--- src/rtl/regfile_debug_port_pkg.sv ---
// Shared definitions for the register-file debug port.
// Holds the FSM state enumeration, the default register-file geometry
// (NREGS x WIDTH, addressed by AW bits) and the indices of the PC and LR
// registers, which a load writes last because it walks r0..r7 upward.
package regfile_debug_port_pkg;

  localparam int NREGS  = 8;
  localparam int WIDTH  = 8;
  localparam int AW     = 3;
  localparam int PC_IDX = 7;
  localparam int LR_IDX = 6;

  typedef enum logic [2:0] {
    ST_IDLE     = 3'd0,
    ST_DUMP_RD  = 3'd1,
    ST_DUMP_OUT = 3'd2,
    ST_LOAD     = 3'd3,
    ST_DONE     = 3'd4
  } state_e;

endpackage

--- src/rtl/regfile_debug_port_if.sv ---
// Bus bundle between the debug port, the host link and the register file.
//   requests  : dump_req, load_req (host -> port)
//   status    : busy, done, cpu_stall (port -> host / CPU controller)
//   reg file  : rf_ra, rf_rd, rf_wa, rf_wd, rf_we
//   dump path : out_data, out_valid, out_ready
//   load path : in_data, in_valid, in_ready
//   debug     : dbg_state (current FSM state)
// Handshake rule for both streams: a beat transfers on a rising clock edge
// where valid and ready are both high; the producer holds its data stable
// while valid is high and ready is low, and never withdraws valid before
// the transfer happens.
// master = the debug port, slave = the surrounding host/register file.
interface regfile_debug_port_if;
  import regfile_debug_port_pkg::*;

  logic             dump_req;
  logic             load_req;
  logic             busy;
  logic             done;
  logic             cpu_stall;
  logic [AW-1:0]    rf_ra;
  logic [WIDTH-1:0] rf_rd;
  logic [AW-1:0]    rf_wa;
  logic [WIDTH-1:0] rf_wd;
  logic             rf_we;
  logic [WIDTH-1:0] out_data;
  logic             out_valid;
  logic             out_ready;
  logic [WIDTH-1:0] in_data;
  logic             in_valid;
  logic             in_ready;
  state_e           dbg_state;

  modport master (
    input  dump_req, load_req, rf_rd, out_ready, in_data, in_valid,
    output busy, done, cpu_stall, rf_ra, rf_wa, rf_wd, rf_we,
           out_data, out_valid, in_ready, dbg_state
  );

  modport slave (
    output dump_req, load_req, rf_rd, out_ready, in_data, in_valid,
    input  busy, done, cpu_stall, rf_ra, rf_wa, rf_wd, rf_we,
           out_data, out_valid, in_ready, dbg_state
  );

endinterface

--- src/rtl/regfile_debug_port_reg_index_counter.sv ---
// Register index counter shared by the dump and load walks.
//   clk_i, rst_ni : clock, asynchronous active-low reset
//   clr_i         : force the index back to 0 (has priority)
//   inc_i         : advance the index by one
//   idx_o         : current index
//   last_o        : index is at N-1
// The index saturates at N-1 so it can never wrap back onto r0.
module reg_index_counter #(
  parameter int N = 8,
  parameter int W = 3
) (
  input  logic         clk_i,
  input  logic         rst_ni,
  input  logic         clr_i,
  input  logic         inc_i,
  output logic [W-1:0] idx_o,
  output logic         last_o
);

  localparam logic [W-1:0] LAST = W'(N - 1);

  logic [W-1:0] idx_q, idx_d;

  always_comb begin
    idx_d = idx_q;
    if (clr_i) begin
      idx_d = '0;
    end else if (inc_i && (idx_q != LAST)) begin
      idx_d = idx_q + 1'b1;
    end
  end

  always_ff @(posedge clk_i or negedge rst_ni) begin
    if (!rst_ni) begin
      idx_q <= '0;
    end else begin
      idx_q <= idx_d;
    end
  end

  assign idx_o  = idx_q;
  assign last_o = (idx_q == LAST);

endmodule

--- src/rtl/regfile_debug_port.sv ---
// Debug-side initiator for the CPU register file.
//   CLK   : clock, rising edge
//   reset : asynchronous active-low reset
//   bus   : regfile_debug_port_if.master (requests, status, register-file
//           read/write ports, dump output stream, load input stream, state)
// A dump reads r0..r7 one at a time (read cycle, then a hold-until-accepted
// output cycle). A load writes r0..r7 from the input stream, one register
// per accepted beat. While not idle the CPU controller is stalled.
module regfile_debug_port
  import regfile_debug_port_pkg::*;
(
  input  logic                 CLK,
  input  logic                 reset,
  regfile_debug_port_if.master bus
);

  state_e           state_q;
  logic [WIDTH-1:0] out_data_q;
  logic [AW-1:0]    idx;
  logic             last;
  logic             idx_clr;
  logic             idx_inc;
  logic             out_hs;
  logic             in_hs;

  assign out_hs  = (state_q == ST_DUMP_OUT) && bus.out_ready;
  assign in_hs   = (state_q == ST_LOAD) && bus.in_valid;
  assign idx_clr = (state_q == ST_IDLE) || (state_q == ST_DONE);
  // The final beat does not advance the index; the FSM leaves for DONE instead.
  assign idx_inc = (out_hs || in_hs) && !last;

  reg_index_counter #(
    .N (NREGS),
    .W (AW)
  ) u_idx (
    .clk_i  (CLK),
    .rst_ni (reset),
    .clr_i  (idx_clr),
    .inc_i  (idx_inc),
    .idx_o  (idx),
    .last_o (last)
  );

  always_ff @(posedge CLK or negedge reset) begin
    if (!reset) begin
      state_q    <= ST_IDLE;
      out_data_q <= '0;
    end else begin
      case (state_q)
        ST_IDLE: begin
          // Dump has priority when both requests are present.
          if (bus.dump_req) begin
            state_q <= ST_DUMP_RD;
          end else if (bus.load_req) begin
            state_q <= ST_LOAD;
          end
        end
        ST_DUMP_RD: begin
          out_data_q <= bus.rf_rd;
          state_q    <= ST_DUMP_OUT;
        end
        ST_DUMP_OUT: begin
          if (bus.out_ready) begin
            state_q <= last ? ST_DONE : ST_DUMP_RD;
          end
        end
        ST_LOAD: begin
          if (bus.in_valid && last) begin
            state_q <= ST_DONE;
          end
        end
        ST_DONE: begin
          state_q <= ST_IDLE;
        end
        default: begin
          state_q <= ST_IDLE;
        end
      endcase
    end
  end

  // Status and stream controls decode straight from the state register, so
  // reset forces them low without waiting for a clock edge.
  assign bus.busy      = (state_q != ST_IDLE);
  assign bus.cpu_stall = (state_q != ST_IDLE);
  assign bus.done      = (state_q == ST_DONE);
  assign bus.out_valid = (state_q == ST_DUMP_OUT);
  assign bus.in_ready  = (state_q == ST_LOAD);
  assign bus.out_data  = out_data_q;
  assign bus.rf_ra     = idx;
  assign bus.rf_wa     = idx;
  assign bus.rf_wd     = bus.in_data;
  assign bus.rf_we     = in_hs;
  assign bus.dbg_state = state_q;

endmodule

--- src/flat_wrapper.sv ---
// flat-port wrapper written by rule: the top's interface ports become plain ports
module regfile_debug_port_flat import regfile_debug_port_pkg::*;
  (CLK, reset, bus_dump_req, bus_load_req, bus_rf_rd, bus_out_ready, bus_in_data, bus_in_valid, bus_busy, bus_done, bus_cpu_stall, bus_rf_ra, bus_rf_wa, bus_rf_wd, bus_rf_we, bus_out_data, bus_out_valid, bus_in_ready, bus_dbg_state);
  regfile_debug_port_if bus_i ();
  input  logic CLK;
  input  logic reset;
  input wire logic [$bits(bus_i.dump_req)-1:0] bus_dump_req;
  input wire logic [$bits(bus_i.load_req)-1:0] bus_load_req;
  input wire logic [$bits(bus_i.rf_rd)-1:0] bus_rf_rd;
  input wire logic [$bits(bus_i.out_ready)-1:0] bus_out_ready;
  input wire logic [$bits(bus_i.in_data)-1:0] bus_in_data;
  input wire logic [$bits(bus_i.in_valid)-1:0] bus_in_valid;
  output wire logic [$bits(bus_i.busy)-1:0] bus_busy;
  output wire logic [$bits(bus_i.done)-1:0] bus_done;
  output wire logic [$bits(bus_i.cpu_stall)-1:0] bus_cpu_stall;
  output wire logic [$bits(bus_i.rf_ra)-1:0] bus_rf_ra;
  output wire logic [$bits(bus_i.rf_wa)-1:0] bus_rf_wa;
  output wire logic [$bits(bus_i.rf_wd)-1:0] bus_rf_wd;
  output wire logic [$bits(bus_i.rf_we)-1:0] bus_rf_we;
  output wire logic [$bits(bus_i.out_data)-1:0] bus_out_data;
  output wire logic [$bits(bus_i.out_valid)-1:0] bus_out_valid;
  output wire logic [$bits(bus_i.in_ready)-1:0] bus_in_ready;
  output wire logic [$bits(bus_i.dbg_state)-1:0] bus_dbg_state;
  assign bus_i.dump_req = bus_dump_req;
  assign bus_i.load_req = bus_load_req;
  assign bus_i.rf_rd = bus_rf_rd;
  assign bus_i.out_ready = bus_out_ready;
  assign bus_i.in_data = bus_in_data;
  assign bus_i.in_valid = bus_in_valid;
  assign bus_busy = bus_i.busy;
  assign bus_done = bus_i.done;
  assign bus_cpu_stall = bus_i.cpu_stall;
  assign bus_rf_ra = bus_i.rf_ra;
  assign bus_rf_wa = bus_i.rf_wa;
  assign bus_rf_wd = bus_i.rf_wd;
  assign bus_rf_we = bus_i.rf_we;
  assign bus_out_data = bus_i.out_data;
  assign bus_out_valid = bus_i.out_valid;
  assign bus_in_ready = bus_i.in_ready;
  assign bus_dbg_state = bus_i.dbg_state;
  regfile_debug_port u_core (.CLK(CLK), .reset(reset), .bus(bus_i));
endmodule
--- config.mk ---
export PLATFORM = sky130hd
export DESIGN_NAME = regfile_debug_port_flat
export DESIGN_NICKNAME = d
export VERILOG_FILES = /design/src/rtl/regfile_debug_port_pkg.sv /design/src/rtl/regfile_debug_port_if.sv /design/src/rtl/regfile_debug_port_reg_index_counter.sv /design/src/rtl/regfile_debug_port.sv /design/src/flat_wrapper.sv
export SDC_FILE = /design/constraint.sdc
export NUM_CORES = 1
export LEC_CHECK = 0
export CAP_MARGIN = 20
export CORE_UTILIZATION = 31
export CTS_CLUSTER_SIZE = 14
export DETAILED_ROUTE_END_ITERATION = 12
export PLACE_DENSITY = 0.77
export SKIP_LAST_GASP = 1
export SLEW_MARGIN = 10
export SYNTH_ARGS = -nofsm -noshare
export SYNTH_HDL_FRONTEND = slang
export SYNTH_SLANG_ARGS = --single-unit
--- constraint.sdc ---
create_clock -name CLK -period 1.4 [get_ports CLK]
set_input_delay 0.21 -clock CLK [delete_from_list [all_inputs] [get_ports CLK]]
set_output_delay 0.21 -clock CLK [all_outputs]
set_load 0.05 [all_outputs]
==> impl_metrics.tcl <==
set metrics [dict create \
    wl_mm 2.16 \
    ys_types 24 \
    ios 53 \
    grt_pass1_wl_mm 3.22 \
    leakagePower_nw 0.687 \
    start_kind "flip-flop" \
    htreeDepth 1 \
    die_w_um 52.6 \
    yosys.area.top_type "dfrtp_1" \
    start_util_pct 34.2 \
    wl_per_cell_um 15.1 \
    port_buffers 36 \
    fin_ws_ps -131 \
    rrSetupSlack_ps -40 \
    maxCapViolCount 0 \
    cts_buffers 3 \
    yosysTopAreaCellShare_pct 44.2 \
    path_delay_family "flip-flops" \
    clk_latency_ps 280 \
    required_ps 1190 \
    grt_usage_pct 16.6 \
    ir_worst_vdd_mv 1.77 \
    switching_share_pct 44.8 \
    setup_viol 12 \
    dieArea_um2 2770 \
    die_h_um 52.6 \
    avgSynthCellArea_um2 10.9 \
    ys_async_sr_fraction_pct 100 \
    power_density_nw_per_um2 2880 \
    antenna_cells 0 \
    drt_iter0_markers 7 \
    fin_area_um2 1550 \
    syn-instance-count 73 \
    cts_root_buffer "clkbuf_4" \
    relSlewSlack_pct 79.4 \
    setup.worst_path.start "u_core.bus.dbg_state[1]$_DFFE_PN0P_" \
    viasPerCell 4.86 \
    gp_congestion 0.751 \
    power.total_mw 4.47 \
    critPathMaxFanout 7 \
    endpoint_kind "primary output" \
    intPower_mw 2.47 \
    antenna_left 0 \
    core-area_um2 2320 \
    finalNonFillerCells 143 \
    crit_path_cell_trace "or3_4 > buf_6" \
    worst_pin_slew_ps 304 \
    nNetsFinal 140 \
    hold_viol 0 \
    fin_crit_sh_pct 109 \
    critPathMaxStageDelay_ps 460 \
    drive_gt1_share_pct 60.9 \
    clockPowerShare_pct 6.7 \
    ys.flop_type "dfrtp_1" \
    synth_edf_count 0 \
    violations "negative setup slack" \
    outcome "finished, violations left" \
    drc 0 \
    grt.overflow.total 0 \
    seqPwrFrac_pct 18.4 \
    area_growth_pct 95.9 \
    hpwl_mm 1.52 \
    cts_buffer_depth 2 \
    num_vias 695 \
    pwr-share-comb_pct 74.8 \
    syn_nets 97 \
    dp.cells 129 \
    syn_area_um2 793 \
    p_switching_mw 2.00 \
    crit_cells 2 \
    reg2reg_from "u_core.bus.dbg_state[2]$_DFFE_PN0P_" \
    r2r_cells 4 \
    yosysWarningCount 0 \
    cts_tree "yes" \
    cts_sinks 14 \
    fmax_mhz 653 \
    worst-setup-path-type "reg2out" \
    path_clk_slew_ps 90 \
    fin_skew_ps 2.16 \
    placed_area_um2 1410 \
    r2r_end "u_core.bus.out_data[6]$_DFFE_PN0N_" \
    ys_seq_area_share_pct 44.2 \
    grt_pass1_vias 681 \
    slowest_stage "dfrtp_2" \
    rows 17 \
    holdWs_ps 225 \
    yosys-top-cells-area "dfrtp_1 44%, mux2_2 13%, buf_4 12%, ha_1 3.2%, mux2i_1 2.5%" \
    rsz0062_at_grt "true" \
    slew_viol_final 0 \
    drt-pass1-iter-count 4 \
    hp-class "in2async" \
    ys_ff_latch 14 \
    antenna_found_initial 0 \
    grt_max_degree 15 \
    cp_num_buf_inv 1 \
    min_period_ps 1530 \
    arrival_ps 1320 \
]
-- routing by layer --
layer / share of wire (%) / wire [µm] / up-vias / global-route usage (%)
li1: - / - / 324 / -
met1: 38 / 812 / 337 / 18.1
met2: 56 / 1200 / 32 / 28.7
met3: 5.8 / 125 / 2 / 3.48
met4: 0.88 / 19 / 0 / 11.0
met5: 0 / 0 / - / 0
-- through the flow --
step / util [%] / setup WS, ps / TNS (ps)
floorplan: - / -152 / -1420
global placement: 60.7 / 51.7 / 0
detailed placement: 60.7 / 12.7 / 0
CTS: 65.3 / -130 / -748
global route: 67.0 / -172 / -1470
finish: 67.0 / -131 / -805
-- power groups by stage --
stage,registers (mW),logic (mW),clock network (mW)
final,0.825,3.35,0.301
after global routing,0.843,3.48,0.325
after CTS,0.832,3.25,0.306
after detailed placement,0.856,3.09,0
after global placement,0.838,3.05,0
after floorplan,1.40,1.15,0
-- Yosys cell counts (all sizes together), types with 2 or more instances --
| master | count |
|---|---|
| buf | 15 |
| dfrtp | 14 |
| mux2 | 9 |
| nand2 | 5 |
| inv | 3 |
| nand3 | 3 |
| nor2 | 3 |
| and3 | 2 |
| ha | 2 |
| mux2i | 2 |
| nor3b | 2 |
| o21ai | 2 |
| o311ai | 2 |
| or3 | 2 |
-- cells by family (layout without fill, tap and decap cells) --
| logic type | after synthesis | after routing | synth area share (%) |
|---|---|---|---|
| compound gates | 7 | 7 | 6.31 |
| fa+ha+maj | 2 | 2 | 3.15 |
| buf+inv | 18 | 60 | 15.8 |
| flops | 14 | 14 | 44.2 |
| mux | 11 | 11 | 15.3 |
| simple gates | 21 | 21 | 15.3 |
-- final cells by class --
class / count / area, µm²
clock buffer: 4 / 36.3
fill: 164 / 764
inverter: 3 / 11.3
multi-input combinational: 41 / 398
sequential: 14 / 357
tap: 28 / 35.0
timing repair buffer: 53 / 717
-- placed cells by master (no fill, tap or decap), drive strengths merged, types with 2 or more instances in the layout --
master,netlist,layout
o311ai,2,2
nor2,3,3
dfrtp,14,14
mux2,9,9
mux2i,2,2
and3,2,2
clkdlybuf4s50,0,13
buf,15,40
nand2,5,5
ha,2,2
clkbuf,0,4
inv,3,3
nor3b,2,2
o21ai,2,2
or3,2,2
nand3,3,3
-- worst max-delay path by stage --
stage,to,slack [ps]
floorplan,bus_cpu_stall,-150
global placement,u_core.u_idx.idx_o[2]$_DFFE_PN0P_,50
detailed placement,u_core.u_idx.idx_o[1]$_DFFE_PN0P_,10
CTS,bus_busy,-130
global route,bus_busy,-170
finish,bus_busy,-130
-- registers in the layout (all words and copies together) (netlist names) --
| register | count |
|---|---|
| u_core.bus.out_data | 8 |
| u_core.bus.dbg_state | 3 |
| u_core.u_idx.idx_o | 3 |
-- repair_timing --
item                                    4_1_cts  5_1_grt
resized for setup                             7        3
pin swaps                                     1        2
endpoints found under the setup margin        6       17
hold buffers                                  0        0
setup buffers                                 6        4
Power figures use the tool's default switching activity.
==> RTL change 1 (config.mk and constraints unchanged) <==
Set the package constant `AW` to 4 (it was 3).
--- a/src/rtl/regfile_debug_port_pkg.sv
+++ b/src/rtl/regfile_debug_port_pkg.sv
@@ -6,7 +6,7 @@
 
   localparam int NREGS  = 8;
   localparam int WIDTH  = 8;
-  localparam int AW     = 3;
+  localparam int AW     = 4;
   localparam int PC_IDX = 7;
   localparam int LR_IDX = 6;
 
Ports: changed (resized bus_rf_ra and bus_rf_wa); port bits go from 53 to 55. The function was not compared with the original's and may differ.
==> RTL change 1 against the original RTL <==
  * Setup slack gained 0.046 ns
  * The run still ends with negative setup slack left
  * Power rose by 11%
  * Combinational power grew 14%
  * Critical path depth unchanged
  * Count of clock-buffer cells in the layout is the same
  * Clock skew about the same
  * Global-route usage hardly changed
  * Utilization increased by 0.33 points
  * Final area increased by 10%
  * Sequential cell count rose by 1
  * Area after synthesis grew 7.9%
  * Routed wire length is 1.7% higher
  * Sequential power up 8.2%
==> RTL change 1: results (changes against the original RTL) <==
Timing
  – Setup violators final: 15 (+3)
  – Final WS setup: -0.0858 ns (+0.0457 ns)
  – Max Clock Skew: 0.00220 ns (+0.0000370 ns)

Run status
  – Status: finished, violations left
  – Failing checks: negative setup slack

Pwr
  – Leakage: 0.761 nW (+11%)
  – VDD IR max: 1.75 mV (-0.76%)

Clock tree
  – Post-CTS Setup Bufs: 8 (+2)
  – Post-CTS sizing: 5 (-2)

Cells and area
  – Sequential share of cell area: 22.3% (-0.61 points)
  – Fill count: 185 (+13%)
  – NumNets Final: 152 (+8.6%)
  – #MultiIn Comb: 46 (+12%)
  – Fraction of area in multi-input gates: 25.6% (about the same)

Placement
  – Port bufs: 38 (+5.6%)
  – Routability cong.: 0.795 (+5.8%)
  – Placed instance area: 0.00156 mm^2 (+11%)

Critical path
  – Worst r2r dst: u_core.u_idx.idx_o[1]
  – Worst Setup EP: bus_cpu_stall

Synth
  – Proportion of synthesized area in mux cells: 11.8% (-3.5 points)
  – Compound-Gate Fraction of Synth Area: 11.1% (+4.8 points)
  – Syn Nets: 101 (+4.1%)
  – Synth top cells by count: dfrtp_1, buf_4, mux2_2

GRT
  – GR met1 Demand/Resource: 20.6% (+2.5 points)

Drt
  – Metal-1 WL: 885 um (+9.0%)
-- RTL change 1: cell count changes after synthesis, moves of 3 or more --
cell	unedited run	this run
nor3_1	0	3
nor2_1	3	7
nand3_1	3	0
a21oi_1	1	4
nand2_1	5	2
-- RTL change 1: metrics by stage --
step | hold slack, ns | worst slack [ns] | setup TNS (ns) | std cells | power, mW
finish | 0.232 | -0.0858 | -0.471 | 158 | 4.97
global route | 0.256 | -0.120 | -1.17 | 158 | 5.18
CTS | 0.229 | -0.0941 | -0.733 | 157 | 4.85
detailed placement | 0.420 | -0.108 | -0.369 | 145 | 4.46
global placement | 0.420 | -0.0860 | -0.263 | 145 | 4.40
floorplan | -0.0856 | -0.140 | -1.34 | 78 | 2.81
-- RTL change 1: report_power, final --
part	total, mW	switching [mW]	internal [mW]
clock network	0.248	0.138	0.110
logic	3.82	1.86	1.97
registers	0.893	0.241	0.652
==> RTL change 2 (same settings) <==
Made on the original files. Make the reset (`reset` and `rst_ni`) synchronous in 2 clocked blocks. Comments in the files are not updated.
--- a/src/rtl/regfile_debug_port_reg_index_counter.sv
+++ b/src/rtl/regfile_debug_port_reg_index_counter.sv
@@ -30,7 +30,7 @@
     end
   end
 
-  always_ff @(posedge clk_i or negedge rst_ni) begin
+  always_ff @(posedge clk_i) begin
     if (!rst_ni) begin
       idx_q <= '0;
     end else begin
--- a/src/rtl/regfile_debug_port.sv
+++ b/src/rtl/regfile_debug_port.sv
@@ -41,7 +41,7 @@
     .last_o (last)
   );
 
-  always_ff @(posedge CLK or negedge reset) begin
+  always_ff @(posedge CLK) begin
     if (!reset) begin
       state_q    <= ST_IDLE;
       out_data_q <= '0;
Function: differs if reset is asserted again (counterexample within 4 cycles, from zero or initial values and one cycle with reset low); with reset held inactive, the same outputs for 10 cycles.
==> RTL change 2 against the original RTL <==
  * The run still ends with negative setup slack left
  * Sequential cell count unchanged
  * Non-clock buffer count fell by 3
  * Area after synthesis up 0.47%
  * Final cell count grew 4.9%
  * Routed wire length is 6.7% lower
  * Sequential share of layout area is 3.2 points lower
  * Die area rose by 0.46%
  * Final area shrank 1.9%
  * Setup slack improved by 0.097 ns
  * Clock skew increased by 0.0026 ns
Power is not compared: it rests on default switching activity, and its combinational part moved more than twofold at a synthesized area within 25%.
==> RTL change 2: results (changes against the original RTL) <==
Run status
  – Status: finished, violations left
  – Failing checks: negative setup slack

Drt
  – DR vias/cell: 4.90 (+0.82%)
  – Via total after detailed routing: 735 (+5.8%)
  – Drt wl/cell: 13.4 um (-11%)
  – Drt initial violations: 9 (+2)

Synth
  – Post-synth top flop: dfxtp_1
  – Compound-Gate Fraction of Synth Area: 11.6% (+5.3 points)
  – Proportion of synthesized area in mux cells: 12.7% (-2.6 points)
  – Top post-synthesis cells by area: dfxtp_1, buf_4, mux2i_1
  – Syn Nets: 106 (+9.3%)
  – Mean Syn Cell Area: 9.72 um^2 (-11%)
  – Synth Area in Adders: 3.14% (-0.015 points)
  – Seq/Total Area, Yosys: 35.2% (-9.0 points)

Timing
  – Setup violators final: 2 (-10)
  – Max Clock Skew: 0.00473 ns (+0.00256 ns)
  – Slew @ Worst Pin: 0.375 ns (+0.0710 ns)
  – WHS: 0.420 ns (+0.195 ns)
  – Final WS setup: -0.0340 ns (+0.0974 ns)

Cells and area
  – Seq Cell Count: 14 (unchanged)
  – Non-Clock Inverter Count: 1 (-2)
  – Ratio of cells with drive above 1 in the final layout: 49.2% (-12 points)
  – Non-clock buffers: 50 (-5.7%)
  – Fill count: 177 (+7.9%)
  – Final core occ: 62.1% (-4.9 points)
  – NumNets Final: 145 (+3.6%)
  – Clk tree area frac: 2.38% (+0.046 points)
  – Data buffer area share: 45.2% (-0.90 points)
  – Sequential share of cell area: 19.7% (-3.2 points)

Critical path
  – Arr. time, crit path: 1.22 ns (-0.10 ns)
  – Setup slack, reg-to-reg: 0.01 ns (+0.05 ns)
  – Worst r2r dst: u_core.u_idx.idx_o[0]
  – Reg2reg start: u_core.bus.dbg_state[2]

Placement
  – Setup Slack @ Placement: -0.0628 ns (-0.0755 ns)
  – Placed instance area: 0.00136 mm^2 (-3.0%)
  – Post-Place Cells: 137 (+6.2%)
  – DPL Wire Length: 1350 um (-11%)
  – Routability cong.: 0.720 (-4.2%)

GRT
  – Vias in the first global route: 719 (+5.6%)
  – Largest net degree at the start of global routing: 10 (-5)
  – Global-route wire length before repair: 3060 um (-5.2%)

Min path
  – HP Class: primary input to primary output
RTL change 2: changes by cell type after synthesis, sizes merged, moves of 3 or more:
| cell | unedited run | this run |
|---|---|---|
| dfrtp | 14 | 0 |
| nor2b | 1 | 8 |
| mux2i | 2 | 9 |
| dfxtp | 0 | 14 |
| mux2 | 9 | 1 |
| nand3 | 3 | 0 |
RTL change 2: worst max-delay path: stages, from the launching register on:
cell	delay [ns]
dfxtp_4	0.38
or3_4	0.41
buf_8	0.17
RTL change 2: power breakdown:
group | total (mW) | internal, mW | switching, mW
combinational | 0.827 | 0.412 | 0.414
clock | 0.281 | 0.158 | 0.123
sequential | 0.480 | 0.435 | 0.0447
RTL change 2: layer usage:
metal  routed length, um  vias to the layer above  track usage, %
li1                    -                      357               -
met1                 822                      330            15.7
met2                 990                       42            27.0
met3                 170                        6            4.35
met4                  29                        0            7.89
met5                   0                        -               0
RTL change 2: timing repair:
item	in CTS	in global routing
setup buffers	7	2
resized for setup	7	7
endpoints found under the setup margin	8	11
pin swaps	1	3
